[config.mk]
export PLATFORM = sky130hd
export DESIGN_NAME = fetch_unit
export DESIGN_NICKNAME = d
export VERILOG_FILES = /design/src/rtl/fetch_unit.sv
export SDC_FILE = /design/constraint.sdc
export NUM_CORES = 1
export LEC_CHECK = 0
export CAP_MARGIN = 10
export CORE_MARGIN = 2
export CORE_UTILIZATION = 35
export DETAILED_ROUTE_END_ITERATION = 8
export GPL_ROUTABILITY_DRIVEN = 0
export PLACE_DENSITY = 0.68
export SLEW_MARGIN = 20
export SYNTH_ARGS = -nofsm -noshare
export SYNTH_HDL_FRONTEND = slang
export SYNTH_SLANG_ARGS = --single-unit
[constraint.sdc]
create_clock -name clk -period 3.6 [get_ports clk]
set_input_delay 0.54 -clock clk [delete_from_list [all_inputs] [get_ports clk]]
set_output_delay 0.54 -clock clk [all_outputs]
set_load 0.005 [all_outputs]
[src/rtl/fetch_unit.sv]
// Instruction fetch stage: sequences PC, fetches one word per instruction over a valid handshake, splits IR into fields.
// 3+ cycles per instruction (FETCH, WAIT until imem_valid, ISSUE held while stall); HALTED is sticky until rst.
module fetch_unit #(
    parameter int                PC_W     = 8,
    parameter int                INSTR_W  = 16,
    parameter logic [PC_W-1:0]   RESET_PC = '0
) (
    input  logic                 clk,
    input  logic                 rst,
    output logic                 imem_req,
    output logic [PC_W-1:0]      imem_addr,
    input  logic                 imem_valid,
    input  logic [INSTR_W-1:0]   imem_rdata,
    input  logic                 stall,
    input  logic                 halt,
    output logic                 instr_valid,
    output logic [3:0]           opcode,
    output logic [3:0]           rd,
    output logic [3:0]           rs1,
    output logic [3:0]           rs2,
    output logic [7:0]           imm,
    output logic [PC_W-1:0]      pc_out,
    output logic                 halted
);

    localparam logic [1:0] S_FETCH  = 2'd0;
    localparam logic [1:0] S_WAIT   = 2'd1;
    localparam logic [1:0] S_ISSUE  = 2'd2;
    localparam logic [1:0] S_HALTED = 2'd3;

    logic [1:0]         state;
    logic [PC_W-1:0]    pc;
    logic [INSTR_W-1:0] ir;

    always_ff @(posedge clk or posedge rst) begin
        if (rst) begin
            state  <= S_FETCH;
            pc     <= RESET_PC;
            ir     <= '0;
            pc_out <= RESET_PC;
        end else begin
            case (state)
                S_FETCH: state <= S_WAIT;
                S_WAIT: begin
                    if (imem_valid) begin
                        ir     <= imem_rdata;
                        pc_out <= pc;
                        state  <= S_ISSUE;
                    end
                end
                S_ISSUE: begin
                    // stall outranks halt; halt is looked at again on every ISSUE cycle
                    if (!stall) begin
                        if (halt) begin
                            state <= S_HALTED;
                        end else begin
                            pc    <= pc + PC_W'(1);
                            state <= S_FETCH;
                        end
                    end
                end
                default: state <= S_HALTED;
            endcase
        end
    end

    // Reset forces state to FETCH asynchronously, so imem_req is high while rst is held.
    assign imem_req    = (state == S_FETCH);
    assign imem_addr   = pc;
    assign instr_valid = (state == S_ISSUE);
    assign halted      = (state == S_HALTED);

    assign opcode = ir[15:12];
    assign rd     = ir[11:8];
    assign rs1    = ir[7:4];
    assign rs2    = ir[3:0];
    assign imm    = {{4{ir[3]}}, ir[3:0]};

endmodule

==> run summary <==
outcome -> complete, no violations
Starting Density -> 0.3710
TritonCTS clock tree -> done
Fmax -> 0.4865 GHz
CTS hold repair buffers -> 0
die height -> 69.58 µm
fin crit period -> 2055 ps
Critical Path End Type -> output port
via count -> 955
Yosys top cell area share -> 0.5653
Synth Net Count -> 119
number of global-route vias before repair -> 943
WP data required -> 3060 ps
Distinct cells, synth -> 23
drc violations -> 0
area of the multi-input gates -> 568.0 µm²
storage element area -> 850.8 µm²
leading area contributor after synthesis -> dfrtp_1
CP Launch Type -> register
wire per inst -> 14.33 µm
CTS root buf -> clkbuf_8
die width -> 69.58 µm
Combinational Power Share -> 0.403
final period utilization -> 0.5709
H-tree levels -> 2
worst reg2reg endpoint -> ir[1]
number of synthesized flops with an enable pin -> 0
async set or reset register ratio after synthesis -> 1.000
max_cap viols -> 0
fillers -> 321
Worst-Skew Late Latency -> 280 ps
peak supply drop -> 0.0004540 V
Leakage -> 0.001034 µW
end of the worst hold path -> pc_out[2]
crit path DAT -> 1520 ps
HPWL after DPL -> 2153 µm
floorplan core area -> 4058 µm²
min-delay src -> pc_out[2]
Worst-path clk slew -> 70 ps
sequential power share -> 0.387
antenna violations before repair -> 0
r2r worst-path depth -> 2
synth top area cells -> dfrtp_1 57%, mux2_4 19%, mux2_2 4.5%, buf_4 4.0%, xnor2_1 3.5%
Int Power -> 1197 µW
ANT cells -> 0
Placed Area -> 2123 µm²
relative slew slack -> 0.6841
setup TNS -> 0 ps
final worst slack -> 1545 ps
post-cts sizing count -> 0
Setup Skew -> 5.845 ps
Die ar. -> 4841 µm²
Layout area overhead -> 48.30%
wire length of the first global-routing pass -> 4857 µm
DRT iter0 DRCs -> 25
setup violators final -> 0
Cell Rows -> 23
P_sw -> 411.2 µW
hold-critical path depth -> 1
clock share of power -> 0.210
Num CTS Buffers -> 5
Sw Ratio -> 0.2558
post-CTS setup buffer count -> 0
remaining antenna violation count -> 0
final hold slack -> 509.3 ps
Global Route Usage Sum -> 0.1298
crit path kind -> reg2out
largest net degree at the start of global routing -> 35
iteration count of the initial detailed-routing pass -> 2
Final Hold Viols -> 0
crit-path max FO -> 7
Pwr Density -> 720.3 nW/µm²
layout cells sized above 1 -> 0.2264
Top FF cell, synth -> dfrtp_1
worst min path class -> reg2reg
r2r setup slk -> 2080 ps
Finished Cell Area -> 2232 µm²
Post-Syn Area per Cell -> 15.52 µm²
Post-Syn Area -> 1505 µm²
vias per cell -> 4.569
final WL -> 2994 µm
final net count -> 180
Util after Layout -> 0.5501
GR Overflow Total -> 0
Ys Warns -> 0
Setup Slack @ Placement -> 1532 ps
most common cell in the synthesized netlist -> dfrtp_1
I/O Buffers -> 63
Sink Count -> 34
IO Pins -> 64
Clock Tree Buf Depth -> 2
Synth Instances -> 97
Slew @ Worst Pin -> 473.9 ps
register area share after synthesis -> 0.5653
worst flop-to-flop path startpoint -> state[0]
Max Slew Vio Count -> 0
leading cell types by count after synthesis -> 34 x dfrtp_1, 19 x mux2_4, 8 x buf_4
Synth Register Bits -> 34
RSZ-0062 raised after global routing -> false
## stage by stage
stage / power [µW] / cells
final: 1608 / 209
after global placement: 1265 / 201
after global routing: 1703 / 209
after detailed placement: 1284 / 201
after CTS: 1633 / 209
after floorplan: 928.8 / 97
## worst max-delay path, stage by stage, from the launching register on
cell,delay (ps)
dfrtp_1,480
and2b_1,250
clkdlybuf4s50_1,500
## cell usage in the layout, fill, tap and decap left out
master / instances
nand2b_1: 1
inv_1: 1
nor4b_4: 1
nor3_1: 1
nand4_1: 3
xnor2_1: 6
nor2_1: 2
clkdlybuf4s50_1: 63
and2_1: 1
a21oi_1: 1
buf_4: 1
bufinv_16: 1
clkbuf_8: 5
and2b_1: 1
clkinv_2: 2
mux2_4: 19
nand2_1: 2
and4_1: 1
dfrtp_1: 34
a21boi_0: 1
xor2_1: 1
nand3_1: 1
mux2_2: 6
nand3b_4: 1
and3_1: 2
ha_1: 1
## per-layer routing
layer	track usage	share of wire
met1	0.1634	0.43
met2	0.1976	0.48
met3	0.05378	0.082
met4	0.05229	0.011
met5	0	0
## power groups by stage
| stage | clock, µW | sequential [µW] | combinational (µW) |
|---|---|---|---|
| 2_1_floorplan | 0 | 618 | 310 |
| 3_3_place_gp | 0 | 619 | 646 |
| 3_5_place_dp | 0 | 626 | 658 |
| 4_1_cts | 350 | 623 | 660 |
| 5_1_grt | 369 | 647 | 688 |
| 6_report | 338 | 622 | 648 |
## worst max-delay path by stage
stage | slack [ps] | start | end | cells after the start
2_1_floorplan | 2230 | halt | imem_addr[1] | 2
3_3_place_gp | 1580 | imem_valid | ir[6] | 3
3_5_place_dp | 1530 | imem_valid | ir[2] | 3
4_1_cts | 1540 | state[0] | instr_valid | 2
5_1_grt | 1480 | state[0] | instr_valid | 2
6_report | 1540 | state[0] | instr_valid | 2
## final cells by class
| class | instances | area share |
|---|---|---|
| inverters | 1 | 0.001682 |
| flip-flops and latches | 34 | 0.3812 |
| well taps | 50 | 0.02803 |
| multi-input cells | 52 | 0.2545 |
| clock buffers | 5 | 0.03083 |
| clock inverters | 3 | 0.01794 |
| repair buffers | 64 | 0.2859 |
## logic make-up (layout without fill, tap and decap cells)
| family | count (synthesis) | count (layout) | synth area share |
|---|---|---|---|
| xor gates and xnor gates | 7 | 7 | 0.04073 |
| buffers and inverters | 11 | 73 | 0.05735 |
| muxes | 25 | 25 | 0.2344 |
| DFF | 34 | 34 | 0.5653 |
| adders and majority gates | 1 | 1 | 0.008311 |
| and+or+nand+nor | 17 | 17 | 0.08562 |
| AOI/OAI and AO/OA | 2 | 2 | 0.008311 |
## registers in the layout, indices dropped and copies added, names as in the netlist
register and flops:
ir 16, imem_addr 8, pc_out 8, state 2
Power figures use the tool's default switching activity.
